$ cat config.mk
export PLATFORM = sky130hd
export DESIGN_NAME = alu_seq_param_flat
export DESIGN_NICKNAME = d
export VERILOG_FILES = /design/src/rtl/alu_seq_param_if.sv /design/src/rtl/alu_seq_param.sv /design/src/flat_wrapper.sv
export SDC_FILE = /design/constraint.sdc
export NUM_CORES = 1
export LEC_CHECK = 0
export ABC_AREA = 1
export CORE_ASPECT_RATIO = 0.7
export CORE_UTILIZATION = 60
export DETAILED_ROUTE_END_ITERATION = 10
export PLACE_DENSITY_LB_ADDON = 0.25
export REMOVE_ABC_BUFFERS = 1
export SYNTH_ARGS = -nofsm -noshare
export SYNTH_HDL_FRONTEND = slang
export SYNTH_SLANG_ARGS = --single-unit
$ cat constraint.sdc
create_clock -name clk -period 5.9 [get_ports clk]
set_clock_uncertainty 0.2 [all_clocks]
set_input_delay 1.18 -clock clk [delete_from_list [all_inputs] [get_ports clk]]
set_output_delay 1.18 -clock clk [all_outputs]
set_load 0.05 [all_outputs]
$ cat src/rtl/alu_seq_param_if.sv
// Operand/result bundle for alu_seq_param.
// The master drives the request; the slave (the ALU) drives status and result.
interface alu_seq_param_if #(
  parameter int WIDTH = 8
);
  logic             start;
  logic [WIDTH-1:0] A;
  logic [WIDTH-1:0] B;
  logic [1:0]       Op;
  logic             busy;
  logic             done;
  logic [WIDTH-1:0] R;
  logic             Z;
  logic             N;
  logic             C;
  logic             V;

  modport master (
    output start, A, B, Op,
    input  busy, done, R, Z, N, C, V
  );

  modport slave (
    input  start, A, B, Op,
    output busy, done, R, Z, N, C, V
  );
endinterface

$ cat src/rtl/alu_seq_param.sv
// Clocked WIDTH-bit ALU (AND/XOR/SUB/MUL) with registered result, Z/N/C/V flags and a start/busy/done handshake.
// Define ALU_FAST_MUL_EN for a single-cycle combinational multiply; otherwise MUL is an iterative shift-add.
module alu_seq_param #(
  parameter int WIDTH = 8
) (
  input logic           clk,
  input logic           rst_n,
  alu_seq_param_if.slave bus
);
  localparam int              CW        = $clog2(WIDTH);
  localparam logic [0:0]      S_IDLE    = 1'b0;
  localparam logic [0:0]      S_MUL_RUN = 1'b1;
  localparam logic [CW-1:0]   CNT_LAST  = CW'(WIDTH - 1);

  // Z and N are always derived from the WIDTH-bit result.
  function automatic logic [1:0] zn_flags(input logic [WIDTH-1:0] res);
    return {(res == {WIDTH{1'b0}}), res[WIDTH-1]};
  endfunction

  logic [0:0]         r_state;
  logic               r_busy;
  logic               r_done;
  logic [WIDTH-1:0]   r_r;
  logic               r_z;
  logic               r_n;
  logic               r_c;
  logic               r_v;
  logic [2*WIDTH-1:0] r_mcand;
  logic [WIDTH-1:0]   r_mplier;
  logic [2*WIDTH-1:0] r_acc;
  logic [CW-1:0]      r_cnt;

  logic [WIDTH:0]     w_diff;
  logic [WIDTH-1:0]   w_op_res;
  logic               w_op_c;
  logic               w_op_v;
  logic               w_mul_op;
  logic [2*WIDTH-1:0] w_mul_term;
  logic [2*WIDTH-1:0] w_mul_add;
`ifdef ALU_FAST_MUL_EN
  logic [2*WIDTH-1:0] w_prod;
`endif

  // Single-cycle operation results and the next shift-add accumulator value.
  always_comb begin
    w_diff = {1'b0, bus.A} - {1'b0, bus.B};
`ifdef ALU_FAST_MUL_EN
    w_prod   = {{WIDTH{1'b0}}, bus.A} * {{WIDTH{1'b0}}, bus.B};
    w_mul_op = 1'b0;
`else
    w_mul_op = (bus.Op == 2'b11);
`endif
    w_op_res = {WIDTH{1'b0}};
    w_op_c   = 1'b0;
    w_op_v   = 1'b0;
    case (bus.Op)
      2'b00: w_op_res = bus.A & bus.B;
      2'b01: w_op_res = bus.A ^ bus.B;
      2'b10: begin
        w_op_res = w_diff[WIDTH-1:0];
        w_op_c   = ~w_diff[WIDTH];
        w_op_v   = (bus.A[WIDTH-1] != bus.B[WIDTH-1]) && (w_diff[WIDTH-1] != bus.A[WIDTH-1]);
      end
      2'b11: begin
`ifdef ALU_FAST_MUL_EN
        w_op_res = w_prod[WIDTH-1:0];
        w_op_c   = |w_prod[2*WIDTH-1:WIDTH];
`else
        w_op_res = {WIDTH{1'b0}};
`endif
      end
      default: w_op_res = {WIDTH{1'b0}};
    endcase
    // Partial product for the current multiplier bit; the final bit is folded in on the exit edge.
    w_mul_term = r_mplier[0] ? (r_mcand << r_cnt) : {(2*WIDTH){1'b0}};
    w_mul_add  = r_acc + w_mul_term;
  end

  // Handshake FSM, iterative multiplier and registered result/flags.
  always_ff @(posedge clk or negedge rst_n) begin
    if (!rst_n) begin
      r_state  <= S_IDLE;
      r_busy   <= 1'b0;
      r_done   <= 1'b0;
      r_r      <= {WIDTH{1'b0}};
      r_z      <= 1'b0;
      r_n      <= 1'b0;
      r_c      <= 1'b0;
      r_v      <= 1'b0;
      r_mcand  <= {(2*WIDTH){1'b0}};
      r_mplier <= {WIDTH{1'b0}};
      r_acc    <= {(2*WIDTH){1'b0}};
      r_cnt    <= {CW{1'b0}};
    end else begin
      r_done <= 1'b0;
      case (r_state)
        S_IDLE: begin
          if (bus.start) begin
            if (w_mul_op) begin
              r_mcand  <= {{WIDTH{1'b0}}, bus.A};
              r_mplier <= bus.B;
              r_acc    <= {(2*WIDTH){1'b0}};
              r_cnt    <= {CW{1'b0}};
              r_busy   <= 1'b1;
              r_state  <= S_MUL_RUN;
            end else begin
              r_r        <= w_op_res;
              {r_z, r_n} <= zn_flags(w_op_res);
              r_c        <= w_op_c;
              r_v        <= w_op_v;
              r_done     <= 1'b1;
            end
          end
        end
        S_MUL_RUN: begin
          r_acc    <= w_mul_add;
          r_mplier <= r_mplier >> 1;
          r_cnt    <= r_cnt + CW'(1'b1);
          if (r_cnt == CNT_LAST) begin
            r_r        <= w_mul_add[WIDTH-1:0];
            {r_z, r_n} <= zn_flags(w_mul_add[WIDTH-1:0]);
            r_c        <= |w_mul_add[2*WIDTH-1:WIDTH];
            r_v        <= 1'b0;
            r_done     <= 1'b1;
            r_busy     <= 1'b0;
            r_state    <= S_IDLE;
          end
        end
        default: begin
          r_state <= S_IDLE;
          r_busy  <= 1'b0;
        end
      endcase
    end
  end

  assign bus.busy = r_busy;
  assign bus.done = r_done;
  assign bus.R    = r_r;
  assign bus.Z    = r_z;
  assign bus.N    = r_n;
  assign bus.C    = r_c;
  assign bus.V    = r_v;
endmodule

$ cat src/flat_wrapper.sv
// flat-port wrapper written by rule: the top's interface ports become plain ports
module alu_seq_param_flat 
#(
  parameter int WIDTH = 8
)
  (clk, rst_n, bus_start, bus_A, bus_B, bus_Op, bus_busy, bus_done, bus_R, bus_Z, bus_N, bus_C, bus_V);
  alu_seq_param_if #(.WIDTH(WIDTH)) bus_i ();
  input logic clk;
  input logic rst_n;
  input wire logic [$bits(bus_i.start)-1:0] bus_start;
  input wire logic [$bits(bus_i.A)-1:0] bus_A;
  input wire logic [$bits(bus_i.B)-1:0] bus_B;
  input wire logic [$bits(bus_i.Op)-1:0] bus_Op;
  output wire logic [$bits(bus_i.busy)-1:0] bus_busy;
  output wire logic [$bits(bus_i.done)-1:0] bus_done;
  output wire logic [$bits(bus_i.R)-1:0] bus_R;
  output wire logic [$bits(bus_i.Z)-1:0] bus_Z;
  output wire logic [$bits(bus_i.N)-1:0] bus_N;
  output wire logic [$bits(bus_i.C)-1:0] bus_C;
  output wire logic [$bits(bus_i.V)-1:0] bus_V;
  assign bus_i.start = bus_start;
  assign bus_i.A = bus_A;
  assign bus_i.B = bus_B;
  assign bus_i.Op = bus_Op;
  assign bus_busy = bus_i.busy;
  assign bus_done = bus_i.done;
  assign bus_R = bus_i.R;
  assign bus_Z = bus_i.Z;
  assign bus_N = bus_i.N;
  assign bus_C = bus_i.C;
  assign bus_V = bus_i.V;
  alu_seq_param #(.WIDTH(WIDTH)) u_core (.clk(clk), .rst_n(rst_n), .bus(bus_i));
endmodule
======== Word-level counts from Yosys, hierarchy flattened ========
Index checks and enable logic that the tools add are counted.
Widths: inputs -> output; s select.
storage, ports and cells
  flip-flop bits (word level) ............. 50
  input bits .............................. 21
  output and inout bits ................... 14
  word-level logic and storage cells ...... 83
cells by class
  add/subtract/negate cells ............... 3
  equality and inequality tests ........... 10
  shift operators ......................... 1
  muxes and demuxes ....................... 44
  bitwise gates (word level) .............. 4
  reduce and logical (&&, ||, !) cells .... 9
operators with widths
  cell                 count
  $mux 16              3
  $mux 8               5
  $pmux 16 s2          1
  $pmux 8 s2           2
  $pmux 8 s4           1
  $mux 1               22
  $add 16x16->16       1
  $logic_not 8->1      2
  $shl 8x3->16         1
  $pmux 1 s2           7
  $reduce_and 3->1     3
  $sub 8x8->9          1
  $and 8x8->8          1
  $reduce_or 8->1      1
  $xor 8x8->8          1
  $mux 3               2
  $ne 2x2->1 const B   3
  $pmux 3 s2           1
  $eq 2x2->1 const B   2
  $add 3x1->3 const B  1
  $eq 3x3->1 const B   1
  $eq 2x1->1 const B   1
  $logic_not 2->1      1
  $ne 1x1->1           2
  other kinds (4)      5

======== Longest topological paths before layout ========
  depth in word-level cells ............... 7
  depth in mapped cells ................... 21
  gate-level depth less buffers ........... 21

======== Worst setup path before layout ========
Ideal clock, no wire load.
  path type ............................... input to register
  from .................................... input bus_A[0]
  to ...................................... register u_core.r_z, in the netlist u_core.bus.Z
  setup time .............................. 0.077 ns
  arrival time ............................ 2.576 ns
  data required time ...................... 5.623 ns
  path slack .............................. 3.046 ns
  stages on the path ...................... 13
  path buffers ............................ 0
  cell sequence ........................... inv_1 > ha_1 > inv_1 > fa_1 > o21ai_0 > a21oi_1 > nor2_1 > nand2_1 > nor2_1 > nand2_1 > nor2_1 > nand3_1 > a21oi_1
on the way
  cells in the longest elaborated chain, start to end .. 6
  elaborated cells on any way between the ends .. 8
  those cells by class .................... add/sub (1); mux (4); bitwise (2); reduce/logical (1)
RTL lines
  item                                 line                  text
  start: declaration                   flat_wrapper.sv:11    input wire logic [$bits(bus_i.A)-1:0] bus_A;
  $sub 8x8->9 (tied with other cells)  alu_seq_param.sv:46   w_diff = {1'b0, bus.A} - {1'b0, bus.B};
  $pmux 8 s4 (*)                       alu_seq_param.sv:56   case (bus.Op)
  $logic_not 8->1 (*)                  alu_seq_param.sv:17   return {(res == {WIDTH{1'b0}}), res[WIDTH-1]};
  $mux 1 (*)                           alu_seq_param.sv:99   if (w_mul_op) begin
  $mux 1 (*)                           alu_seq_param.sv:98   if (bus.start) begin
  $pmux 1 s2 (*)                       alu_seq_param.sv:96   case (r_state)
  end signal: assignment               alu_seq_param.sv:108  {r_z, r_n} <= zn_flags(w_op_res);
  end signal: assignment               alu_seq_param.sv:121  {r_z, r_n} <= zn_flags(w_mul_add[WIDTH-1:0]);
  end: declaration                     alu_seq_param.sv:24   logic r_z;
Mark *: on every way between the ends. The rest lies on a longest branch, timed or not. The select of a mux whose other input is x is not followed.
A chain may end at the register's enable or synchronous reset.

======== Worst setup path after layout ========
  from .................................... register u_core.r_cnt[0]
  to ...................................... register u_core.r_c, in the netlist u_core.bus.C
on the way
  cells in the longest elaborated chain, start to end .. 6
  elaborated cells on any way between the ends .. 9
  those cells by class .................... add/sub (1); eq/ne (2); shift (1); mux (3); reduce/logical (2)
RTL lines
  item                      line                  text
  start: declaration        alu_seq_param.sv:31   logic [CW-1:0] r_cnt;
  start signal: assignment  alu_seq_param.sv:93   r_cnt <= {CW{1'b0}};
  start signal: assignment  alu_seq_param.sv:103  r_cnt <= {CW{1'b0}};
  start signal: assignment  alu_seq_param.sv:118  r_cnt <= r_cnt + CW'(1'b1);
  $shl 8x3->16              alu_seq_param.sv:75   w_mul_term = r_mplier[0] ? (r_mcand << r_cnt) : {(2*WIDTH){1'b0}};
  $mux 16                   alu_seq_param.sv:75
  $add 16x16->16            alu_seq_param.sv:76   w_mul_add = r_acc + w_mul_term;
  $reduce_or 8->1           alu_seq_param.sv:122  r_c <= |w_mul_add[2*WIDTH-1:WIDTH];
  $mux 1                    alu_seq_param.sv:119  if (r_cnt == CNT_LAST) begin
  $pmux 1 s2                alu_seq_param.sv:96
  end signal: assignment    alu_seq_param.sv:109  r_c <= w_op_c;
  end signal: assignment    alu_seq_param.sv:122
  end: declaration          alu_seq_param.sv:26   logic r_c;
Parallel ways exist; a longest one is shown, timed or not. The select of a mux whose other input is x is not followed.

==> results by group <==
Worst setup path
  • Max FO, Critical Path: 18
  • Crit. End Element: register
  • Data arrival, critical path: between 3000 and 4000 ps
  • Critical Path Most Common Cell: nand2_1
  • Slowest cell on the critical path: dfrtp_1
  • CP startpoint kind: register
  • CP Class: register to register
  • Worst Path Buf+Inv: 0
  • Worst path required time: roughly 6000 ps
  • Crit-path cells: o21ai_0 -> o21ai_0 -> o22ai_1 -> ha_1 -> nand2_1 -> nor2_1 -> and2_1 -> nand2_1 -> nand2_1 -> nand2_1 -> nand2_1 -> nand2_1 -> nor2_1 -> nand2_1 -> nand3_1 -> nand2_1
  • Max incr delay on CP: 640 ps
  • Top Family by Delay on Critical Path: simple AND/OR/NAND/NOR gates

Pwr
  • Comb power frac: 59.4%
  • Pleak: around 2.4 nW
  • VDD IR max: 0.379 mV
  • Sw Ratio: between 50% and 60%
  • Pwr/cell area: around 470 nW/um^2
  • Int Pwr: 0.979 mW
  • Clock power frac: about a tenth
  • Seq pwr share: a little under a third
  • P_sw: between 1 and 1.5 mW
  • Power Total: between 2 and 2.5 mW

Final layout
  • Non-filler instance count after layout: roughly 700
  • # diodes: 0
  • Most frequent cells in the layout: nand2_1, inv_1, nor2_1
  • Share of layout cells above drive strength 1: approximately 3.5%
  • Post-layout nets: a little under 700
  • Filler cell count: 548
  • Synth-to-layout area growth: 11.7%
  • Most common cell after layout, fill and taps aside: nand2_1

Floorplan
  • Die area: just under 7000 um^2
  • I/O pin total: 35
  • Initial Utilization: between 60% and 70%
  • Die Height: 69.8 um
  • Die width: around 99 um
  • Cell Rows: 24
  • Core area: around 6300 um^2

Global routing
  • Total gr overflow: 0
  • GRT Util Overall: between 30% and 40%
  • Largest net degree at the start of global routing: 50
  • Antenna violations before repair: 0
  • Vias in the first global route: ~3700
  • First-pass GRT wire length: roughly 19000 um

Timing
  • FMAX: 0.298 GHz
  • RSZ-0062 raised after global routing: false
  • Minimum clock period: 3350 ps
  • Slew of the pin with the lowest slew margin: between 1000 and 1500 ps
  • Fin crit share: 56.8%
  • Final setup viols: 0
  • Final hold violations: 0
  • Final slew viol count: 0
  • Worst relative slew slack: a little over a quarter
  • Setup TNS Final: 0 ps

Logic synthesis
  • Async SR Flop Fraction: between 90% and 100%
  • Top cell type by total area after synthesis: dfrtp_1
  • Area share of the largest cell type after synthesis: 31.1%
  • Synth Flop Type: dfrtp_1
  • Area contributors post-synth: dfrtp_1, nand2_1, ha_1
  • Yosys reg bits: 49
  • Synthesized area per cell: about 6.6 um^2
  • Gate Count Post-Synth: 598
  • Yosys warns: 0
  • Number of synthesized flops with an enable pin: 0
  • Distinct cells, synth: 33
  • Seq/Total Area, Yosys: 31.1%
  • Mapped cell area: ~3900 um^2

Placed design
  • Placed cell count: between 600 and 700
  • HPWL Detailed: 8870 um
  • Final Wtd Congestion: about 0.95
  • Port bufs: 34

Min path
  • Min-Delay Path Class: register to register

CTS
  • Post-CTS sizing: 0
  • Cts hold-fix bufs: 0
  • Root Buffer: clkbuf_8
  • CTS tree: done
  • Clock Path Buffers: 2
  • Clk_lat worst skew: roughly 310 ps
  • CTS buffer count: 5
  • CTS sink count: 49
  • Post-CTS Setup Repair Bufs: 0
  • H-tree depth: 2
  • CTS clock-pin slew for the worst setup and hold paths: approximately 100 ps

Job
  • Max-cap viol count: 0

Drt
  • DRC viols: 0
  • DR WL/cell: around 16 um
  • 1st-pass router iterations: 5
  • Routed vias/inst: ~5.7
  • Total vias in the final route: 3990
  • Post-Route WL: between 10000 and 15000 um
  • Initial DRC Count: between 400 and 500
  • Final ANT Viol Nets: 0

Run status
  • Status: completed
## metrics by stage
step	hold slack, ps	setup WS, ps	utilization [%]	area [um^2]
finish	287	2550	70.1	4400
floorplan	248	3050	-	3870
global route	317	2210	70.1	4400
detailed placement	270	2350	68.7	4310
CTS	293	2590	70.1	4400
global placement	265	2430	68.7	4310
## path summary, 6_finish.rpt
kind	cells past startpoint	from	to	slack, ps
setup / recovery	16	u_core.r_cnt[0]	u_core.bus.C	2550
hold / removal	2	u_core.bus.R[1]	u_core.bus.R[1]	290
setup reg to reg	16	u_core.r_cnt[0]	u_core.bus.C	2550
hold reg to reg	2	u_core.bus.R[1]	u_core.bus.R[1]	290
max in group asynchronous	1	rst_n	u_core.bus.R[4]	3960
min in group asynchronous	1	rst_n	u_core.r_mplier[5]	870
## power groups by stage
stage / logic (mW) / registers [mW] / clock network, mW
4_1_cts: 1.20 / 0.620 / 0.207
5_1_grt: 1.34 / 0.643 / 0.221
6_report: 1.22 / 0.625 / 0.205
3_3_place_gp: 1.16 / 0.620 / 0
2_1_floorplan: 0.694 / 0.744 / 0
3_5_place_dp: 1.19 / 0.624 / 0
## synthesized netlist by cell type, types with 2 or more instances
master and number:
nand2_1 212, inv_1 91, nor2_1 52, dfrtp_1 49, o21ai_0 36, nand3_1 34
ha_1 33, a21oi_1 15, clkbuf_1 9, o22ai_1 8, a31oi_1 6, nand4_1 6
o221ai_1 6, buf_2 4, xnor2_1 4, and2_1 3, inv_2 3, o211ai_1 3
or2_1 3, buf_4 2, fa_1 2, mux2i_1 2, nand3_2 2, nor2_4 2
or2_2 2, xor2_1 2
## cells by family (layout without fill, tap and decap cells)
family	count (synthesis)	after routing	share of synthesized area (%)
flip-flops	49	49	31.1
AND/OR/NAND/NOR	320	320	33.6
multiplexers	2	2	0.508
adder cells (fa/ha/maj)	35	35	11.5
buffers and inverters	109	137	10.7
AO/OA/AOI/OAI	77	77	11.2
XOR/XNOR	6	6	1.33
## per-layer routing
metal,part of all wire [%],vias up,global-route usage [%]
met5,0,-,0
met2,39,214,49.1
met3,12,7,9.17
met4,0.32,0,3.48
li1,-,1947,-
met1,48,1822,55.4
## sequential cells by signal (all words and copies together), names as in the netlist
name             cells
u_core.bus.busy      1
u_core.bus.done      1
u_core.r_cnt         3
u_core.bus.R         7
u_core.bus.N         1
u_core.r_state       1
u_core.r_acc        16
u_core.bus.Z         1
u_core.r_mcand       8
u_core.bus.V         1
u_core.bus.C         1
u_core.r_mplier      8
## layout make-up
cell class	count	area (um^2)	share of cell area [%]
clock buffers	6	72.6	1.65
clock inverters	2	15.0	0.341
inverters	94	353	8.03
multi-input cells	440	2290	52.1
flip-flops and latches	49	1230	27.9
well taps	78	97.6	2.22
repair buffers	35	343	7.80
## tightest hold or removal path, stage by stage, from the launching register on
cell	delay [ps]
dfrtp_1	350
nand2_1	50
nand2_1	50
Power figures use the tool's default switching activity.
